===== src/rtl/jt51_wrq_pkg.sv =====
// Shared definitions for the jt51 host write queue: FSM encoding and FIFO entry layout.
package jt51_wrq_pkg;

   localparam int ENTRY_W = 16;

   // Entry layout: register address in [15:8], register value in [7:0]
   typedef struct packed {
      logic [7:0] addr;
      logic [7:0] data;
   } wrq_entry_t;

   localparam logic [2:0] ST_IDLE  = 3'd0;
   localparam logic [2:0] ST_ADDR  = 3'd1;
   localparam logic [2:0] ST_GAP   = 3'd2;
   localparam logic [2:0] ST_DATA  = 3'd3;
   localparam logic [2:0] ST_GUARD = 3'd4;
   localparam logic [2:0] ST_POLL  = 3'd5;

endpackage


===== src/rtl/jt51_wrq_fifo.sv =====
// Synchronous first-word-fall-through FIFO; full/empty come straight from registered pointers.
module jt51_wrq_fifo #(
   parameter int DEPTH_LOG2 = 4,
   parameter int WIDTH      = 16
) (
   input  logic                  clk,
   input  logic                  rst,
   input  logic                  push,
   input  logic                  pop,
   input  logic [WIDTH-1:0]      din,
   output logic [WIDTH-1:0]      dout,
   output logic                  full,
   output logic                  empty,
   output logic [DEPTH_LOG2:0]   level
);

   localparam int DEPTH = 1 << DEPTH_LOG2;

   logic [WIDTH-1:0]    mem_q [DEPTH];
   logic [WIDTH-1:0]    mem_d [DEPTH];
   logic [DEPTH_LOG2:0] wr_ptr_q, wr_ptr_d;
   logic [DEPTH_LOG2:0] rd_ptr_q, rd_ptr_d;
   logic                do_push, do_pop;

   // Extra pointer bit distinguishes full from empty when the indices match
   assign full  = (wr_ptr_q[DEPTH_LOG2] != rd_ptr_q[DEPTH_LOG2]) &&
                  (wr_ptr_q[DEPTH_LOG2-1:0] == rd_ptr_q[DEPTH_LOG2-1:0]);
   assign empty = (wr_ptr_q == rd_ptr_q);
   assign level = wr_ptr_q - rd_ptr_q;
   assign dout  = mem_q[rd_ptr_q[DEPTH_LOG2-1:0]];

   assign do_push = push & ~full;
   assign do_pop  = pop & ~empty;

   always_comb begin
      mem_d    = mem_q;
      wr_ptr_d = wr_ptr_q;
      rd_ptr_d = rd_ptr_q;
      if (do_push) begin
         mem_d[wr_ptr_q[DEPTH_LOG2-1:0]] = din;
         wr_ptr_d = wr_ptr_q + (DEPTH_LOG2+1)'(1);
      end
      if (do_pop) begin
         rd_ptr_d = rd_ptr_q + (DEPTH_LOG2+1)'(1);
      end
   end

   always_ff @(posedge clk) begin
      if (rst) begin
         wr_ptr_q <= '0;
         rd_ptr_q <= '0;
      end else begin
         wr_ptr_q <= wr_ptr_d;
         rd_ptr_q <= rd_ptr_d;
      end
   end

   always_ff @(posedge clk) begin
      mem_q <= mem_d;
   end

endmodule


===== src/rtl/jt51_wrqueue.sv =====
// Host write queue replaying {addr,data} pairs as YM2151 address/data bus writes.
// Optional occupancy and drop statistics: define JT51_WRQ_STATS_EN.
module jt51_wrqueue
   import jt51_wrq_pkg::*;
#(
   parameter int DEPTH_LOG2 = 4,
   parameter int BUSY_GUARD = 2
) (
   input  logic                clk,
   input  logic                rst,
   input  logic                cen_p1,
   input  logic                host_wr,
   input  logic [7:0]          host_addr,
   input  logic [7:0]          host_data,
   output logic                host_ready,
   output logic                idle,
   output logic                cs_n,
   output logic                wr_n,
   output logic                a0,
   output logic [7:0]          din,
   input  logic [7:0]          dout,
   output logic [DEPTH_LOG2:0] level,
   output logic [7:0]          ovf_cnt
);

   localparam int GW = (BUSY_GUARD > 1) ? $clog2(BUSY_GUARD) : 1;

   logic [2:0]          state_q, state_d;
   logic [7:0]          data_q, data_d;
   logic [GW-1:0]       gcnt_q, gcnt_d;
   logic                cs_n_q, cs_n_d;
   logic                wr_n_q, wr_n_d;
   logic                a0_q, a0_d;
   logic [7:0]          din_q, din_d;

   logic                fifo_full, fifo_empty, fifo_pop, push;
   logic [ENTRY_W-1:0]  fifo_dout;
   logic [DEPTH_LOG2:0] fifo_level;
   wrq_entry_t          fifo_rd;
   logic                unused_dout;

   assign host_ready  = ~rst & ~fifo_full;
   assign push        = host_wr & host_ready;
   assign fifo_rd     = wrq_entry_t'(fifo_dout);
   assign idle        = fifo_empty & (state_q == ST_IDLE);
   assign unused_dout = ^dout[6:0];

   jt51_wrq_fifo #(
      .DEPTH_LOG2 (DEPTH_LOG2),
      .WIDTH      (ENTRY_W)
   ) u_fifo (
      .clk   (clk),
      .rst   (rst),
      .push  (push),
      .pop   (fifo_pop),
      .din   ({host_addr, host_data}),
      .dout  (fifo_dout),
      .full  (fifo_full),
      .empty (fifo_empty),
      .level (fifo_level)
   );

   // Bus outputs are registered alongside the state so a strobe spans exactly
   // the cycles up to and including the first cen_p1 tick of that state.
   always_comb begin
      state_d  = state_q;
      data_d   = data_q;
      gcnt_d   = gcnt_q;
      cs_n_d   = 1'b1;
      wr_n_d   = 1'b1;
      a0_d     = a0_q;
      din_d    = din_q;
      fifo_pop = 1'b0;
      case (state_q)
         ST_IDLE: begin
            if (!fifo_empty) begin
               fifo_pop = 1'b1;
               data_d   = fifo_rd.data;
               din_d    = fifo_rd.addr;
               a0_d     = 1'b0;
               cs_n_d   = 1'b0;
               wr_n_d   = 1'b0;
               state_d  = ST_ADDR;
            end
         end
         ST_ADDR: begin
            if (cen_p1) begin
               state_d = ST_GAP;
            end else begin
               cs_n_d = 1'b0;
               wr_n_d = 1'b0;
            end
         end
         ST_GAP: begin
            if (cen_p1) begin
               state_d = ST_DATA;
               a0_d    = 1'b1;
               din_d   = data_q;
               cs_n_d  = 1'b0;
               wr_n_d  = 1'b0;
            end
         end
         ST_DATA: begin
            if (cen_p1) begin
               gcnt_d  = '0;
               state_d = (BUSY_GUARD == 0) ? ST_POLL : ST_GUARD;
            end else begin
               cs_n_d = 1'b0;
               wr_n_d = 1'b0;
            end
         end
         ST_GUARD: begin
            // busy is not valid right after a data write, so skip a few ticks
            if (cen_p1) begin
               if (gcnt_q == GW'(BUSY_GUARD - 1)) state_d = ST_POLL;
               else gcnt_d = gcnt_q + GW'(1);
            end
         end
         ST_POLL: begin
            if (cen_p1 && !dout[7]) state_d = ST_IDLE;
         end
         default: state_d = ST_IDLE;
      endcase
   end

   always_ff @(posedge clk) begin
      if (rst) begin
         state_q <= ST_IDLE;
         data_q  <= '0;
         gcnt_q  <= '0;
         cs_n_q  <= 1'b1;
         wr_n_q  <= 1'b1;
         a0_q    <= 1'b0;
         din_q   <= '0;
      end else begin
         state_q <= state_d;
         data_q  <= data_d;
         gcnt_q  <= gcnt_d;
         cs_n_q  <= cs_n_d;
         wr_n_q  <= wr_n_d;
         a0_q    <= a0_d;
         din_q   <= din_d;
      end
   end

   assign cs_n = cs_n_q;
   assign wr_n = wr_n_q;
   assign a0   = a0_q;
   assign din  = din_q;

`ifdef JT51_WRQ_STATS_EN
   logic [7:0] ovf_q, ovf_d;

   always_comb begin
      ovf_d = ovf_q;
      if (host_wr && !host_ready && ovf_q != 8'hFF) ovf_d = ovf_q + 8'd1;
   end

   always_ff @(posedge clk) begin
      if (rst) ovf_q <= '0;
      else     ovf_q <= ovf_d;
   end

   assign ovf_cnt = ovf_q;
   assign level   = fifo_level;
`else
   logic unused_level;
   assign unused_level = ^fifo_level;
   assign ovf_cnt      = '0;
   assign level        = '0;
`endif

endmodule

===== config.mk =====
export PLATFORM = sky130hd
export DESIGN_NAME = jt51_wrqueue
export DESIGN_NICKNAME = d
export VERILOG_FILES = /design/src/rtl/jt51_wrq_pkg.sv /design/src/rtl/jt51_wrq_fifo.sv /design/src/rtl/jt51_wrqueue.sv
export SDC_FILE = /design/constraint.sdc
export NUM_CORES = 1
export LEC_CHECK = 0
export BUFFER_PORTS_ARGS = -buffer_cell sky130_fd_sc_hd__buf_4
export CAP_MARGIN = 10
export CORE_ASPECT_RATIO = 1.1
export CORE_MARGIN = 2
export CORE_UTILIZATION = 39
export DETAILED_ROUTE_END_ITERATION = 8
export MAX_ROUTING_LAYER = met4
export SYNTH_ARGS = -nofsm -noshare
export SYNTH_HDL_FRONTEND = slang
export SYNTH_SLANG_ARGS = --single-unit

===== constraint.sdc =====
create_clock -name clk -period 3.37 [get_ports clk]
set_input_delay 0.674 -clock clk [delete_from_list [all_inputs] [get_ports clk]]
set_output_delay 0.674 -clock clk [all_outputs]
set_load 0.02 [all_outputs]

Word-level counts from Yosys, hierarchy flattened
Cells that the tools add are included.
{"block": "totals", "reg_bits": 288, "input_bits": 28, "out_inout_bits": 26, "word_cells": 97}
{"block": "op_classes", "n_addsub": 3, "order_cmp": 3, "eq_ne": 15, "muxes": 30, "bitwise_logic": 10, "reduce_logical": 12}
{"operator": "$bwmux W256", "count": 1}
{"operator": "$bmux W16 S4", "count": 1}
{"operator": "$demux W16 S4", "count": 1}
{"operator": "$mux W16", "count": 3}
{"operator": "$mux W3", "count": 7}
{"operator": "$pmux W3 S6", "count": 1}
{"operator": "$mux W8", "count": 2}
{"operator": "$pmux W8 S2", "count": 1}
{"operator": "$ne A2 B2 Y1 const B", "count": 7}
{"operator": "$add A5 B1 Y5 const B", "count": 2}
{"operator": "$ge A5 B5 Y1 const B", "count": 2}
{"operator": "$mux W1", "count": 10}
{"operator": "$not A4 Y5", "count": 2}
{"operator": "$reduce_and A7 Y1", "count": 1}
{"operator": "$eq A3 B2 Y1 const B", "count": 2}
{"operator": "$eq A3 B3 Y1 const B", "count": 2}
{"operator": "$reduce_and A3 Y1", "count": 2}
{"operator": "$and A1 B1 Y1", "count": 5}
{"operator": "$eq A5 B5 Y1", "count": 1}
{"operator": "$lt A5 B1 Y1 const B", "count": 1}
{"operator": "$eq A4 B4 Y1", "count": 1}
{"operator": "$pmux W1 S2", "count": 2}
{"operator": "$reduce_bool A2 Y1", "count": 2}
{"operator": "$eq A3 B1 Y1 const B", "count": 1}
{"operator": "9 further kinds", "count": 13}

Longest topological paths before layout
Gate-level depths: netlist of run 1.
{"block": "logic_depth", "depth_word": 6, "ltp_mapped": 8, "depth_no_buf": 5}

Hierarchy
A second synthesis of run 1 with hierarchy kept.
{"block": "hier_totals", "hier_cells": 643, "hier_area_um2": 11662.4}
{"module": "jt51_wrq_fifo", "instances": 1, "cells_per_inst": 521, "area_each_um2": 10541.4, "seq_area_each_um2": 7887.6}
{"module": "jt51_wrqueue", "instances": 1, "cells_per_inst": 122, "area_each_um2": 1121.1, "seq_area_each_um2": 440.4}

Worst setup path after synthesis of run 1
Ideal clock, no wire load.
{"block": "synth_path", "path_kind": "input to register", "start": "input rst", "end": "register u_fifo.mem_q[192] (netlist bit) (enable)", "setup_time_ps": 409, "t_arrival_ps": 2501, "required_time_ps": 2961, "path_slack_ps": 460, "stages": 5, "n_path_buf": 1, "path_cell_list": "clkbuf_1 -> nand2b_1 -> a21oi_2 -> nand2_1 -> nor3_1"}
{"block": "synth_via", "elab_chain_len": 4}
{"element": "start: declaration", "line": "jt51_wrqueue.sv:10", "rtl": "input logic rst,"}
{"element": "$not A1 Y1", "line": "jt51_wrqueue.sv:42", "rtl": "assign host_ready = ~rst & ~fifo_full;"}
{"element": "$and A1 B1 Y1", "line": "jt51_wrqueue.sv:42"}
{"element": "$and A1 B1 Y1", "line": "jt51_wrqueue.sv:43", "rtl": "assign push = host_wr & host_ready;"}
{"element": "$and A1 B1 Y1", "line": "jt51_wrq_fifo.sv:32", "rtl": "assign do_push = push & ~full;"}
{"element": "end signal: assignment", "line": "jt51_wrq_fifo.sv:59", "rtl": "mem_q <= mem_d;"}
{"element": "end: declaration", "line": "jt51_wrq_fifo.sv:19", "rtl": "logic [WIDTH-1:0] mem_q [DEPTH];"}
Every way passes these cells.
A chain may end at the register's enable or synchronous reset.

Worst setup path after layout of run 1
{"block": "layout_path", "start": "register u_fifo.wr_ptr_q[3]", "end": "output idle"}
{"block": "layout_via", "elab_chain_len": 2}
{"element": "start: declaration", "line": "jt51_wrq_fifo.sv:21", "rtl": "logic [DEPTH_LOG2:0] wr_ptr_q, wr_ptr_d;"}
{"element": "start signal: assignment", "line": "jt51_wrq_fifo.sv:53", "rtl": "wr_ptr_q <= wr_ptr_d;"}
{"element": "$eq A5 B5 Y1", "line": "jt51_wrq_fifo.sv:28", "rtl": "assign empty = (wr_ptr_q == rd_ptr_q);"}
{"element": "$and A1 B1 Y1", "line": "jt51_wrqueue.sv:45", "rtl": "assign idle = fifo_empty & (state_q == ST_IDLE);"}
{"element": "end: declaration", "line": "jt51_wrqueue.sv:16", "rtl": "output logic idle,"}
Every way passes these cells.

==> results of run 1 <==
cell usage after synthesis, drive strengths merged (3+ instances only):
| cell | instances | area [sq um] |
|---|---|---|
| ha | 5 | 62.6 |
| nand3 | 12 | 60.1 |
| nor4 | 9 | 103 |
| nor2 | 37 | 139 |
| a22o | 8 | 70.1 |
| dfxtp | 32 | 641 |
| a22oi | 16 | 120 |
| inv | 7 | 26.3 |
| nand2b | 4 | 25.0 |
| and2 | 3 | 18.8 |
| and3 | 22 | 140 |
| a211o | 8 | 70.1 |
| mux2i | 19 | 190 |
| xnor2 | 5 | 43.8 |
| edfxtp | 256 | 7690 |
| mux4 | 64 | 1440 |
| buf | 34 | 259 |
| nor2b | 11 | 68.8 |
| clkbuf | 20 | 83.8 |
| xor2 | 5 | 66.3 |
| nor3 | 3 | 15.0 |
| a21oi | 26 | 138 |
| nand4 | 5 | 46.3 |
| nand2 | 16 | 60.1 |
area by class of cell:
class | instances | area, sq um
inverters | 7 | 26.3
repair buffers | 62 | 478
multi-input cells | 309 | 3090
well taps | 374 | 468
fillers | 2531 | 16300
flip-flops and latches | 288 | 8330
clock buffers | 42 | 785
clock inverters | 10 | 96.3
power by group:
group / switching, mW / internal, mW / leakage (nW) / total [mW]
sequential: 0.111 / 4.01 / 2.57 / 4.12
clock: 1.24 / 1.75 / 0.427 / 2.99
combinational: 0.967 / 0.819 / 1.38 / 1.79
worst register-to-register path: cells and delay by family, from the launching register on:
| family | cells | cell delay (ns) |
|---|---|---|
| simple gates | 3 | 0.47 |
| flops | 1 | 0.52 |
| buf+inv | 1 | 0.34 |
| xor+xnor | 1 | 0.28 |
| compound gates | 1 | 0.55 |
final timing paths:
path / to
max: idle
min: u_fifo.mem_q[109]
max reg2reg: u_fifo.mem_q[206]
min reg2reg: data_q[5]
registers in the layout, summed over array words and instances, names as in the netlist:
signal           cells
a0                   1
data_q               8
din                  8
state_q              3
gcnt_q               1
u_fifo.wr_ptr_q      5
u_fifo.mem_q       256
wr_n                 1
u_fifo.rd_ptr_q      5
cell families (layout without fill, tap and decap cells):
kind of cell	after synthesis	in the layout	synth area share [%]
buf+inv	61	121	3.14
xor+xnor	10	10	0.938
flops	288	288	71.0
compound gates	72	72	4.49
other cells	1	13	0.0319
fa+ha+maj	5	5	0.533
simple gates	126	126	6.01
mux	83	83	13.9
through the flow:
step | instances | cell area (sq um) | worst slack, ns
global placement | 1040 | 12400 | 0.787
global route | 1092 | 13300 | 0.106
detailed placement | 1040 | 12400 | 0.739
floorplan | 658 | 11800 | 0.460
finish | 1092 | 13300 | 0.319
CTS | 1092 | 13300 | 0.310
routing by layer:
layer	vias up	global-route usage, %	part of all wire (%)
met5	-	-	0
met1	3107	21.4	42
met2	189	28.8	51
met4	0	4.55	2.3
li1	2666	-	-
met3	47	2.21	5.4
==> out/summary.txt, run 1 <==
# nets final: 730
CTS buffer count: 29
Syn Area/Cell: 18.2 sq um
Final WL: 25100 um
Commonest non-fill, non-tap cells in the layout: edfxtp_1 (256), mux4_2 (64), buf_4 (61), nor2_1 (37), dfxtp_1 (30)
Row cnt: 66
Synth unique cells: 51
Clock buffer depth: 3
TritonRoute pass-1 iters: 5
Clock Tree Root: clkbuf_16
CTS H-tree depth: 1
CTS tree: done
Die height: 186 um
First-pass GRT wire length: 38200 um
HP Start: host_addr[5]
Post-DP HPWL: 15200 um
Synthesized cell area: 0.0117 sq mm
Status: finished clean
CP Launch Type: flip-flop
Initial antenna violation count: 0
All-Layer GR Usage: 16.9%
IO Count: 54
Tcrit/Tclk final: 90.5%
PD cells: 670 mW/mm^2
Post-synth EDFFs: 256
Levels on crit path: 5
Remaining Overflow, GRT: 0
Fmax: 328 MHz
Critical Path RT: 2.70 ns
Most used DFF post-synth: edfxtp_1
Routed vias/inst: 5.50
WS Path Type: reg -> out
Clk sinks: 288
Total chip power: 8.90 mW
Share of cells above drive strength 1: 25.5%
Max stage delay cell, worst path: nor4_4
Worst-case reg-to-reg path depth: 6
Hold Path Depth: 1
Fin util: 44.9%
Worst slew margin: 33.2%
Fin. max-slew vios: 0
Starting DRT DRC Count: 546
Die area: 0.0315 sq mm
Synthesis-to-finish area growth: 13.1%
Maxcap violations: 0
Crit path cell chain: xor2_2 -> nor4_4 -> nand3_1 -> nor3_1 -> buf_4
Number of synthesized register bits: 288
Clock latency on the worst-skew pair: 0.53 ns
Final setup fails: 0
CP Max Fanout: 8
Cell family with most CP delay: simple AND/OR/NAND/NOR gates
Antenna Cells: 0
Worst setup startpoint: u_fifo.wr_ptr_q[3]
Crit. End Element: output port
Starting Density: 39.7%
CORE AREA: 0.0296 sq mm
Port Buffers: 33
Tightest Pin Transition: 0.999 ns
# hold bufs at CTS: 0
Worst hold margin: 0.433 ns
RSZ-0062 raised after global routing: no
Clock skew: 0.00679 ns
Detail-routed net length per standard cell: 23.0 um
Post-CTS Resized: 0
Gpl congestion: 0.762
Tmin final: 3.05 ns
Worst min path class: in -> reg
Commonest non-fill, non-tap cell in the layout: edfxtp_1
Clk slew on worst S/H paths: 0.06 ns
Hold Fails Final Rpt: 0
DRC viols: 0
Post-Synthesis Cells: 646
Vias in the first global route: 6280
CP Data Arrival Time: 2.38 ns
Synth Warn #: 0
Worst r2r src: u_fifo.rd_ptr_q[2]
Max stage delay on crit path: 0.64 ns
Sequential fraction of the synthesis area: 71.0%
Routed Antenna Nets: 0
R2R Setup Slk: 0.86 ns
Postcts setup bufs: 0
Pleak: 4.38 nW
Via count: 6009
Share of flip-flops with an asynchronous set or reset: 0%
Largest net degree at the start of global routing: 93
Buffers and inverters on the worst path: 1
Die span in x: 169 um
Setup TNS: 0 ns
IR drop worst, VDD: 0.307 mV
(Power assumes the default switching activity.)
==> inputs of run 2 (changes only) <==
--- a/config.mk
+++ b/config.mk
@@ -7,11 +7,14 @@
 export LEC_CHECK = 0
 export BUFFER_PORTS_ARGS = -buffer_cell sky130_fd_sc_hd__buf_4
 export CAP_MARGIN = 10
+export CELL_PAD_IN_SITES_DETAIL_PLACEMENT = 2
+export CELL_PAD_IN_SITES_GLOBAL_PLACEMENT = 2
 export CORE_ASPECT_RATIO = 1.1
 export CORE_MARGIN = 2
 export CORE_UTILIZATION = 39
 export DETAILED_ROUTE_END_ITERATION = 8
 export MAX_ROUTING_LAYER = met4
+export PLACE_DENSITY_LB_ADDON = 0.1
 export SYNTH_ARGS = -nofsm -noshare
 export SYNTH_HDL_FRONTEND = slang
 export SYNTH_SLANG_ARGS = --single-unit
==> run 2 against run 1 <==
Clock skew rose by 0.0088 ns. Global-route usage is 3.5 points higher. Largest cell class unchanged. Wire length grew 20%. Sequential share of layout area fell by 0.95 points. Sequential power barely moved.
==> out/summary.txt, run 2 (same netlist as run 1, synthesis figures left out) <==
Pleak: 4.48 nW
Port Buffers: 33
Postcts setup bufs: 0
Routed metal-1 wirelength: 13000 um
Status: finished clean
Routed Antenna Nets: 0
Largest Register: u_fifo.mem_q
Clock latency on the worst-skew pair: 0.51 ns
CP Launch Type: flip-flop
Clk slew on worst S/H paths: 0.06 ns
Post-CTS Resized: 0
IO Count: 54
Total chip power: 9.47 mW
Crit path capture: idle
Worst-case reg-to-reg path depth: 6
RSZ-0062 raised after global routing: no
Final WL: 30200 um
Worst path most repeated cell: buf_4
Clock buffer depth: 3
Fmax: 347 MHz
Crit. End Element: output port
R2R Path End: u_fifo.mem_q[201]
Fin. max-slew vios: 0
Top Layer Used: met4
Synthesis-to-finish area growth: 14.9%
Clock skew: 0.0156 ns
Max FFs per register: 256
Worst slew margin: 30.9%
Crit path cell chain: xor2_1 -> nor4_4 -> buf_4 -> nand3_1 -> nor3_1 -> buf_4
Vias in the first global route: 6819
Die span in x: 169 um
Antenna Cells: 0
Routed vias/inst: 5.59
TritonRoute pass-1 iters: 4
Max stage delay cell, worst path: dfxtp_1
CORE AREA: 0.0296 sq mm
R2R Setup Slk: 0.81 ns
DRC viols: 0
Worst min path class: in -> reg
Critical Path RT: 2.70 ns
Detail-routed net length per standard cell: 27.3 um
Worst r2r src: u_fifo.rd_ptr_q[2]
Setup ws final: 0.489 ns
Worst slack, placed: 0.594 ns
Tightest Pin Transition: 1.03 ns
Die height: 186 um
CP Data Arrival Time: 2.21 ns
CTS buffer count: 34
Row cnt: 66
All-Layer GR Usage: 20.4%
Met2 wire length: 15700 um
Gpl congestion: 0.714
Setup TNS: 0 ns
Post-DP HPWL: 18000 um
# nets final: 738
Tmin final: 2.88 ns
Clk sinks: 288
Final setup fails: 0
Fin util: 45.6%
CTS H-tree depth: 2
Via count: 6172
Hold Fails Final Rpt: 0
Tcrit/Tclk final: 85.5%
PD cells: 702 mW/mm^2
WS Path Type: reg -> out
Maxcap violations: 0
First-pass GRT wire length: 44800 um
Starting DRT DRC Count: 449
Remaining Overflow, GRT: 0
Starting Density: 39.7%
Clock Tree Root: clkbuf_16
Largest net degree at the start of global routing: 45
Detail Route met3 WL: 792 um
Commonest non-fill, non-tap cell in the layout: edfxtp_1
Die area: 0.0315 sq mm
IR drop worst, VDD: 0.314 mV
CTS tree: done
Initial antenna violation count: 0
Share of cells above drive strength 1: 26.5%
# hold bufs at CTS: 0
Max stage delay on crit path: 0.57 ns
CP Max Fanout: 9
Worst setup startpoint: u_fifo.rd_ptr_q[2]
Commonest non-fill, non-tap cells in the layout: edfxtp_1 (256), mux4_2 (64), buf_4 (63), nor2_1 (37), clkbuf_16 (34)
## run 2: final cells by class
class / instances / area [sq um]
clock buffers: 47 / 910
clock inverters: 15 / 141
fillers: 2707 / 16100
inverters: 7 / 26.3
multi-input cells: 309 / 3090
flip-flops and latches: 288 / 8340
well taps: 374 / 468
repair buffers: 65 / 513
## run 2: layer usage
| metal | global-route usage (%) | up-vias |
|---|---|---|
| li1 | - | 2678 |
| met1 | 25.3 | 3345 |
| met2 | 35.6 | 110 |
| met3 | 2.64 | 39 |
| met4 | 5.16 | 0 |
| met5 | - | - |
## run 2: worst max-delay path: cells and delay by family (launching register included)
kind / cells / cell delay (ns)
flip-flops: 1 / 0.57
XOR/XNOR: 1 / 0.17
buffers and inverters: 2 / 0.41
AND/OR/NAND/NOR: 3 / 0.55
## run 2: worst min path at each step
stage                 startpoint                to  slack, ns  cells after the start
finish              host_data[1]  u_fifo.mem_q[65]       0.46                      1
global route        host_data[6]  u_fifo.mem_q[86]       0.46                      1
CTS                 host_data[6]  u_fifo.mem_q[70]       0.45                      1
detailed placement     data_q[6]         data_q[6]       0.49                      2
global placement       data_q[6]         data_q[6]       0.48                      2
floorplan              data_q[2]         data_q[2]       0.46                      2
## run 2: report_power, final
| part | internal (mW) | leakage (nW) | total (mW) | switching (mW) |
|---|---|---|---|---|
| Sequential | 4.01 | 2.57 | 4.14 | 0.131 |
| Clock | 2.06 | 0.513 | 3.47 | 1.41 |
| Combinational | 0.856 | 1.40 | 1.86 | 1.01 |
## run 2: stage by stage
stage                     area [sq um]  std cells  hold slack, ns
after detailed placement         12400       1043           0.495
after global placement           12400       1043           0.481
after global routing             13500       1105           0.459
final                            13500       1105           0.458
after CTS                        13500       1105           0.447
after floorplan                  11800        658           0.461
